**src/rtl/user_uart_tx.sv**
```systemverilog
`default_nettype none
// ============================================================================
// Module      : user_uart_tx
// Description : 8N1 UART transmitter with a small transmit FIFO. Bytes are
//               pushed with a valid/ready handshake and serialised LSB first
//               on a registered, idle-high line. Back-to-back frames are sent
//               with no idle gap while enable is high.
// Revision    : 1.0 - initial release
// ============================================================================
module user_uart_tx #(
  parameter int CLKS_PER_BIT = 16,
  parameter int FIFO_DEPTH   = 4
) (
  input  logic       clock,
  input  logic       resetb,
  input  logic       enable,
  input  logic [7:0] tx_data,
  input  logic       tx_valid,
  output logic       tx_ready,
  output logic       uart_tx,
  output logic       uart_oeb,
  output logic       busy
);

  localparam int c_baud_w = (CLKS_PER_BIT > 1) ? $clog2(CLKS_PER_BIT) : 1;
  localparam int c_ptr_w  = $clog2(FIFO_DEPTH);
  localparam int c_cnt_w  = c_ptr_w + 1;
  localparam logic [c_baud_w-1:0] c_baud_last = c_baud_w'(CLKS_PER_BIT - 1);
  localparam logic [c_cnt_w-1:0]  c_depth     = c_cnt_w'(FIFO_DEPTH);

  typedef enum logic [1:0] {
    S_IDLE  = 2'd0,
    S_START = 2'd1,
    S_DATA  = 2'd2,
    S_STOP  = 2'd3
  } state_t;

  state_t               r_state;
  logic [7:0]           r_mem [FIFO_DEPTH];
  logic [c_ptr_w-1:0]   r_wr_ptr;
  logic [c_ptr_w-1:0]   r_rd_ptr;
  logic [c_cnt_w-1:0]   r_count;
  logic [c_baud_w-1:0]  r_baud;
  logic [2:0]           r_bit_idx;
  logic [7:0]           r_shift;
  logic                 r_tx_ready;
  logic                 r_uart_tx;
  logic                 r_uart_oeb;
  logic                 r_busy;

  logic                 w_push;
  logic                 w_pop;
  logic                 w_bit_end;
  logic                 w_frame_done;
  logic                 w_active_next;
  logic [7:0]           w_head;
  logic [c_cnt_w-1:0]   w_count_next;

  // Handshake, bit timing and pop decisions shared by the FIFO and the FSM.
  // A pop happens from IDLE, or at the very end of STOP so frames chain
  // without an idle bit between them.
  assign w_push        = tx_valid && r_tx_ready;
  assign w_bit_end     = (r_baud == c_baud_last);
  assign w_frame_done  = (r_state == S_STOP) && w_bit_end;
  assign w_pop         = enable && (r_count != '0) &&
                         ((r_state == S_IDLE) || w_frame_done);
  assign w_head        = r_mem[r_rd_ptr];
  assign w_count_next  = r_count + c_cnt_w'(w_push) - c_cnt_w'(w_pop);
  assign w_active_next = w_pop || ((r_state != S_IDLE) && !w_frame_done);

  // FIFO storage; contents need no reset because occupancy gates every read.
  always_ff @(posedge clock) begin
    if (w_push) begin
      r_mem[r_wr_ptr] <= tx_data;
    end
  end

  // FIFO pointers, occupancy and the registered status outputs. tx_ready and
  // busy are computed from next-cycle values so they track the state exactly.
  always_ff @(posedge clock or negedge resetb) begin
    if (!resetb) begin
      r_wr_ptr   <= '0;
      r_rd_ptr   <= '0;
      r_count    <= '0;
      r_tx_ready <= 1'b0;
      r_busy     <= 1'b0;
      r_uart_oeb <= 1'b1;
    end else begin
      if (w_push) begin
        r_wr_ptr <= r_wr_ptr + c_ptr_w'(1);
      end
      if (w_pop) begin
        r_rd_ptr <= r_rd_ptr + c_ptr_w'(1);
      end
      r_count    <= w_count_next;
      r_tx_ready <= (w_count_next != c_depth);
      r_busy     <= w_active_next || (w_count_next != '0);
      r_uart_oeb <= 1'b0;
    end
  end

  // Frame sequencer: the baud counter restarts on every state entry and the
  // line level is registered alongside the state so it never glitches.
  always_ff @(posedge clock or negedge resetb) begin
    if (!resetb) begin
      r_state   <= S_IDLE;
      r_baud    <= '0;
      r_bit_idx <= 3'd0;
      r_shift   <= 8'h00;
      r_uart_tx <= 1'b1;
    end else begin
      case (r_state)
        S_IDLE: begin
          r_baud    <= '0;
          r_uart_tx <= 1'b1;
          if (w_pop) begin
            r_shift   <= w_head;
            r_state   <= S_START;
            r_uart_tx <= 1'b0;
          end
        end
        S_START: begin
          if (w_bit_end) begin
            r_baud    <= '0;
            r_bit_idx <= 3'd0;
            r_state   <= S_DATA;
            r_uart_tx <= r_shift[0];
            r_shift   <= {1'b0, r_shift[7:1]};
          end else begin
            r_baud <= r_baud + c_baud_w'(1);
          end
        end
        S_DATA: begin
          if (w_bit_end) begin
            r_baud <= '0;
            if (r_bit_idx == 3'd7) begin
              r_state   <= S_STOP;
              r_uart_tx <= 1'b1;
            end else begin
              r_bit_idx <= r_bit_idx + 3'd1;
              r_uart_tx <= r_shift[0];
              r_shift   <= {1'b0, r_shift[7:1]};
            end
          end else begin
            r_baud <= r_baud + c_baud_w'(1);
          end
        end
        S_STOP: begin
          if (w_bit_end) begin
            r_baud <= '0;
            if (w_pop) begin
              r_shift   <= w_head;
              r_state   <= S_START;
              r_uart_tx <= 1'b0;
            end else begin
              r_state   <= S_IDLE;
              r_uart_tx <= 1'b1;
            end
          end else begin
            r_baud <= r_baud + c_baud_w'(1);
          end
        end
        default: begin
          r_state   <= S_IDLE;
          r_uart_tx <= 1'b1;
        end
      endcase
    end
  end

  assign tx_ready = r_tx_ready;
  assign uart_tx  = r_uart_tx;
  assign uart_oeb = r_uart_oeb;
  assign busy     = r_busy;

endmodule
`default_nettype wire
```
**config.mk**
```make
export PLATFORM = sky130hd
export DESIGN_NAME = user_uart_tx
export DESIGN_NICKNAME = d
export VERILOG_FILES = /design/src/rtl/user_uart_tx.sv
export SDC_FILE = /design/constraint.sdc
export NUM_CORES = 1
export LEC_CHECK = 0
export CORE_MARGIN = 4
export CORE_UTILIZATION = 52
export DETAILED_ROUTE_END_ITERATION = 6
export PLACE_DENSITY = 0.78
export SETUP_SLACK_MARGIN = 0.02
export SKIP_LAST_GASP = 1
export SLEW_MARGIN = 0
export SYNTH_ARGS = -nofsm -noshare
export SYNTH_HDL_FRONTEND = slang
export SYNTH_SLANG_ARGS = --single-unit
```
**constraint.sdc**
```tcl
create_clock -name clock -period 2.7 [get_ports clock]
set_clock_uncertainty 0.05 [all_clocks]
set_input_delay 0.27 -clock clock [delete_from_list [all_inputs] [get_ports clock]]
set_output_delay 0.27 -clock clock [all_outputs]
set_load 0.02 [all_outputs]
```
# After elaboration in Yosys (flattened, before gate mapping)
# Memories as Yosys holds them, arrays and structs flattened.
# Cells that the tools add are included.
dict set report word_totals {
  ff_bits 28
  latch_bits 0
  ram_bits 32
  mem_bits_ro 0
  output_inout_bits 4
  memories 1
}
# memory words word_bits rd rd_clocked_by_memory_dff wr line_no
set mem_list {}
lappend mem_list {r_mem 4 8 1 0 1 39} ;# logic [7:0] r_mem [FIFO_DEPTH];
dict set report op_classes {
  n_addsub 6
  multipliers 0
  div_mod_pow 0
  magnitude_cmp 0
  eq_ne 12
  n_shift 0
  mux 27
  n_bitwise 0
  n_reduce_logical 19
}
# op count
set ops {}
lappend ops {{8-bit two-way mux} 5}
lappend ops {{8-bit case mux with 4 select lines} 1}
lappend ops {{2-bit != test, second input constant} 6}
lappend ops {{2-bit two-way mux} 5}
lappend ops {{3-bit two-way mux} 3}
lappend ops {{1-bit two-way mux} 8}
lappend ops {{2-bit case mux with 4 select lines} 1}
lappend ops {{4-bit case mux with 2 select lines} 1}
lappend ops {{4-bit AND reduction} 2}
lappend ops {{3-bit case mux with 2 select lines} 1}
lappend ops {{3-bit nonzero test} 2}
lappend ops {{1-bit logical AND} 5}
lappend ops {{5-bit AND reduction} 1}
lappend ops {{2-bit by 1-bit adder with 2-bit output, second input constant} 2}
lappend ops {{4-bit by 1-bit adder with 4-bit output, second input constant} 1}
lappend ops {{2-bit equality test, second input constant} 2}
lappend ops {{4-bit equality test, second input constant} 1}
lappend ops {{4-bit two-way mux} 1}
lappend ops {{1-bit case mux with 4 select lines} 1}
lappend ops {{2-bit nonzero test} 2}
lappend ops {{3-bit by 1-bit adder with 3-bit output} 1}
lappend ops {{3-bit by 1-bit adder with 3-bit output, second input constant} 1}
lappend ops {{3-bit equality test, second input constant} 1}
lappend ops {{1-bit logical OR} 3}
lappend ops {{7 further kinds} 7}

# Logic depth before layout (Yosys ltp)
dict set report depth {
  depth_word 7
  depth_mapped 11
  depth_no_buf 11
}

# Least setup slack after synthesis
# OpenSTA, ideal clock, no wires.
dict set report synth_path {
  kind {reg-to-reg}
  startpoint {reg r_state[0]}
  endpoint {reg r_busy (netlist: busy)}
  setup_time_ns 0.131
  arrival_ns 2.463
  required_ns 2.519
  path_slack_ns 0.055
  stages_incl_launch_ff 12
  n_path_buf 0
  period_less_slack_ns 2.645
  path_cell_list {dfrtp_1 inv_1 ha_1 a41oi_1 nor2_2 ha_1 inv_1 ha_1 fa_1 nor2_1 nand2_1 or3_1}
}
dict set report synth_via {
  elab_chain_len 7
  word_cells_on_any_way 12
  cone_classes {add/sub (1); eq/ne (1); reduce/logical (10)}
}
# item line_no
set synth_rtl {}
lappend synth_rtl {{start: declaration} 38} ;# state_t r_state;
lappend synth_rtl {{start signal: assignment} 106} ;# r_state <= S_IDLE;
lappend synth_rtl {{start signal: assignment} 118} ;# r_state <= S_START;
lappend synth_rtl {{start signal: assignment} 126} ;# r_state <= S_DATA;
lappend synth_rtl {{2-bit equality test} 64} ;# assign w_frame_done = (r_state == S_STOP) && w_bit_end;
lappend synth_rtl {{1-bit logical AND} 64}
lappend synth_rtl {{1-bit logical OR *} 66} ;# ((r_state == S_IDLE) || w_frame_done);
lappend synth_rtl {{1-bit logical AND *} 65} ;# assign w_pop = enable && (r_count != '0) &&
lappend synth_rtl {{3-bit by 1-bit subtractor with 3-bit output *} 68} ;# assign w_count_next = r_count + c_cnt_w'(w_push) - c_cnt_w'(w_pop);
lappend synth_rtl {{net w_count_next[1]} 57} ;# logic [c_cnt_w-1:0] w_count_next;
lappend synth_rtl {{3-bit nonzero test *} 97} ;# r_busy <= w_active_next || (w_count_next != '0);
lappend synth_rtl {{1-bit logical OR *} 97}
lappend synth_rtl {{end signal: assignment} 97}
lappend synth_rtl {{end: declaration} 49} ;# logic r_busy;
# Mark *: on every way through the listed nets, which the timed path passes. The rest lies on a longest branch.
# A chain may end at the register's enable or synchronous reset.

# Worst setup path after layout
# Ends and elaborated chain as after synthesis.

==> results.txt <==
* Register clock-pin slew on the reported worst setup and hold paths: 0.07 ns
* Total core area: 4820 um^2
* Buffers added on ports: 15
- Peak VDD IR: between 0.5 and 0.6 mV
- For this run, the share of the core covered by cells in the final layout is 0.663.
- The number of clock buffers added by TritonCTS is 9.
* Worst Path Required: 2.86 ns
- Die span in x: 79.0 um
- Summed over all cells, the static leakage comes to 1.27 nW.
- Endpoint arrival time on the critical path: 2.74 ns
- Entering global routing, the biggest net connects 29 pins.
- Num rows: 25
- Flip-flop and latch count after synthesis: 60
* Final-stage net count: ~220
- The number of antenna diodes in the final layout is 0.
* First DRT Iteration DRCs: 34
- Max FO, Critical Path: 3
- The placed instances occupy a cell area of 2860 um^2.
- Residual antenna-violating net count after detailed routing: 0
* Timing-limited maximum frequency: 386 MHz
- Number of global-route vias before repair: 1524
- STA classifies the critical path startpoint as a register.
- Final cell area excluding filler cells: 3190 um^2
- Before CTS, the worst setup slack after placement is 0.0126 ns.
- Post-synth ARST share: 0.467
* Average cell area after synthesis: about 16 um^2
* Power Dens Cells: around 1200 nW/um^2
- Max-slew violation total from the final report: 0
* RSZ-0062 raised after global routing: true
* Final hold viol count: 0
* Outcome: finished clean
- For this run, the register share of the synthesized area comes to 0.635.
* Last weighted congestion value of the routability-driven placer: 0.750
- In this run the vertical extent of the chip is 79.0 um.
* FF+latch area: 1660 um^2
- Initial standard-cell utilization of the core: 0.544
* Synthesized netlist net count: 186
* Top Ports: 16
- Across all hold checks on the routed design, the worst slack comes to 0.260 ns.
* Post-synth EDFFs: 32
* Setup ws final: 0.113 ns
- Headroom to the max-slew limit came out at 0.615.
- Fraction of final layout cells with drive strength greater than 1: 0.338
* Reg-to-Reg End: busy
- Clock latency reported for the late side of the worst-skew pair: 0.32 ns
* Crit Path Category: reg -> reg
- Via count: 1402
* Worst hold path class: in -> async
* Number of warnings printed during yosys synthesis: 0
- Post-detailed-route wirelength per cell: 16.7 um
- STA classifies the critical path endpoint as a register.
* Via density: 5.23
- Total power for the finished layout comes to 3.86 mW.
- Number of distinct library cell variants in the gate-level netlist after synthesis: 38
- Total setup violations reported at the end of the flow: 0
- R2R depth: 11
- In the final layout, the multi-input gates occupy between 900 and 1000 um^2.
- The HPWL after detailed placement is 3.04 mm.
* Gr usage total: 0.159
- CTS hold repair buffers: 0
- Reg-to-reg slack, setup: 0.11 ns
- The first global-routing pass estimated 7.28 mm of wire.
- For this design, the sink count on the clock tree is 60.
- Layout fillers: 352
- Post-layout minimum cycle time: between 2 and 3 ns
- Setup TNS Final: 0 ns
- TritonCTS built the clock tree.
- Once layout is complete, the cells apart from fillers number 268.
* Growth of design area from synthesis to finish: 21.7%
- In this run the cell area of the synthesized design comes to 2620 um^2.
- Clock H-tree levels: 3
- Counting along the longest clock path gives a buffer depth of 2.
- Post-route DRC: 0
* First-pass DRT Iterations: 6
- After detailed routing, the total wire length is 4.49 mm.
- Area enclosed by the die boundary: ~6200 um^2
* Synth Instances: 160
- Pin slew with the least headroom to its limit: 0.577 ns
- Across the run, the number of max-cap violations was 0.
- Predominant post-synthesis flop cell: sky130_fd_sc_hd__edfxtp_1
- Worst r2r src: r_state[0]
- Cell total after placement: 242
- Initial antenna violation count: 0
- Clock root buffer master: sky130_fd_sc_hd__clkbuf_8
- Post-route fraction of the period consumed by the critical path: 0.958
- Final global-route overflow total: 0
==> cells in the final DEF, fill, tap and decap left out, types with 3 or more instances in the layout <==
master	n
sky130_fd_sc_hd__ha_1	9
sky130_fd_sc_hd__ha_2	3
sky130_fd_sc_hd__buf_4	14
sky130_fd_sc_hd__clkbuf_8	11
sky130_fd_sc_hd__o21ai_0	4
sky130_fd_sc_hd__nand2_1	7
sky130_fd_sc_hd__dfrtp_1	26
sky130_fd_sc_hd__edfxtp_1	32
sky130_fd_sc_hd__inv_1	5
sky130_fd_sc_hd__nor2b_1	3
sky130_fd_sc_hd__and3_1	6
sky130_fd_sc_hd__clkdlybuf4s50_1	15
sky130_fd_sc_hd__mux4_2	7
sky130_fd_sc_hd__xnor2_1	4
sky130_fd_sc_hd__mux2_2	17
==> cells by family (layout without fill, tap and decap cells) <==
family                     after synthesis  after routing  share of synthesized area
buffers and inverters                   11             52                     0.0205
AOI/OAI and AO/OA                       19             19                     0.0639
xor gates and xnor gates                 6              6                     0.0200
and+or+nand+nor                         24             24                     0.0468
DFF                                     60             60                      0.635
muxes                                   25             25                      0.143
adders and majority gates               14             14                     0.0697
other                                    1              1                    0.00143
==> flip-flops by register name, summed over array words and instances, names as in the netlist <==
name and cells:
uart_tx 1, uart_oeb 1, r_state 2, r_rd_ptr 2, r_count 3, r_shift 8
tx_ready 1, r_bit_idx 3, r_wr_ptr 2, r_baud 4, r_mem 32, busy 1
==> routing by layer <==
| metal | vias to the layer above | global-route usage | share of wire |
|---|---|---|---|
| li1 | 672 | - | - |
| met1 | 706 | 0.185 | 0.42 |
| met2 | 20 | 0.262 | 0.54 |
| met3 | 4 | 0.0624 | 0.034 |
| met4 | 0 | 0.0704 | 0.0096 |
| met5 | - | 0 | 0 |
==> what timing repair did <==
| item | CTS | global route |
|---|---|---|
| hold endpoints to repair | 0 | 0 |
| gates resized for setup | 1 | 9 |
| endpoints found under the setup margin | 1 | 1 |
| cloned | 0 | 0 |
| setup buffers | 0 | 10 |
| pin swaps | 0 | 7 |
==> Yosys cell counts (3+ instances only) <==
cell	count	area, um^2
sky130_fd_sc_hd__edfxtp_1	32	961
sky130_fd_sc_hd__dfrtp_1	26	651
sky130_fd_sc_hd__mux2_2	17	191
sky130_fd_sc_hd__ha_1	13	163
sky130_fd_sc_hd__inv_1	7	26.3
sky130_fd_sc_hd__mux4_2	7	158
sky130_fd_sc_hd__nand2_1	7	26.3
sky130_fd_sc_hd__and3_1	6	37.5
sky130_fd_sc_hd__o21ai_0	4	20.0
sky130_fd_sc_hd__xnor2_1	4	35.0
sky130_fd_sc_hd__nor2_1	3	11.3
sky130_fd_sc_hd__nor2b_1	3	18.8
==> layout make-up <==
cell class                 count  area share
clock inverter                 3      0.0133
sequential                    60       0.521
multi-input combinational     89       0.294
tap                           67      0.0263
clock buffer                  13      0.0564
timing repair buffer          29      0.0800
inverter                       7     0.00823
==> report_power, final <==
group	total (mW)	switching, mW	leakage, nW	internal, mW
clock network	0.859	0.327	0.111	0.531
logic	1.52	0.669	0.535	0.850
registers	1.49	0.228	0.628	1.26
==> worst max-delay path: stages (launching register included) <==
cell                      delay [ns]
sky130_fd_sc_hd__dfrtp_1        0.40
sky130_fd_sc_hd__inv_2          0.08
sky130_fd_sc_hd__ha_4           0.17
sky130_fd_sc_hd__a41oi_2        0.18
sky130_fd_sc_hd__nor2_2         0.08
sky130_fd_sc_hd__ha_1           0.28
sky130_fd_sc_hd__inv_1          0.04
sky130_fd_sc_hd__ha_2           0.17
sky130_fd_sc_hd__fa_1           0.48
sky130_fd_sc_hd__nor2_2         0.12
sky130_fd_sc_hd__nand2_1        0.06
sky130_fd_sc_hd__or3_4          0.36
==> worst max-delay path by stage <==
| stage | to | from | depth (start not counted) |
|---|---|---|---|
| floorplan | busy | r_state[0] | 11 |
| global placement | busy | r_state[0] | 10 |
| detailed placement | busy | r_state[0] | 11 |
| CTS | busy | r_state[0] | 11 |
| global route | busy | r_baud[1] | 10 |
| finish | busy | r_state[0] | 11 |
Power figures use the tool's default switching activity.
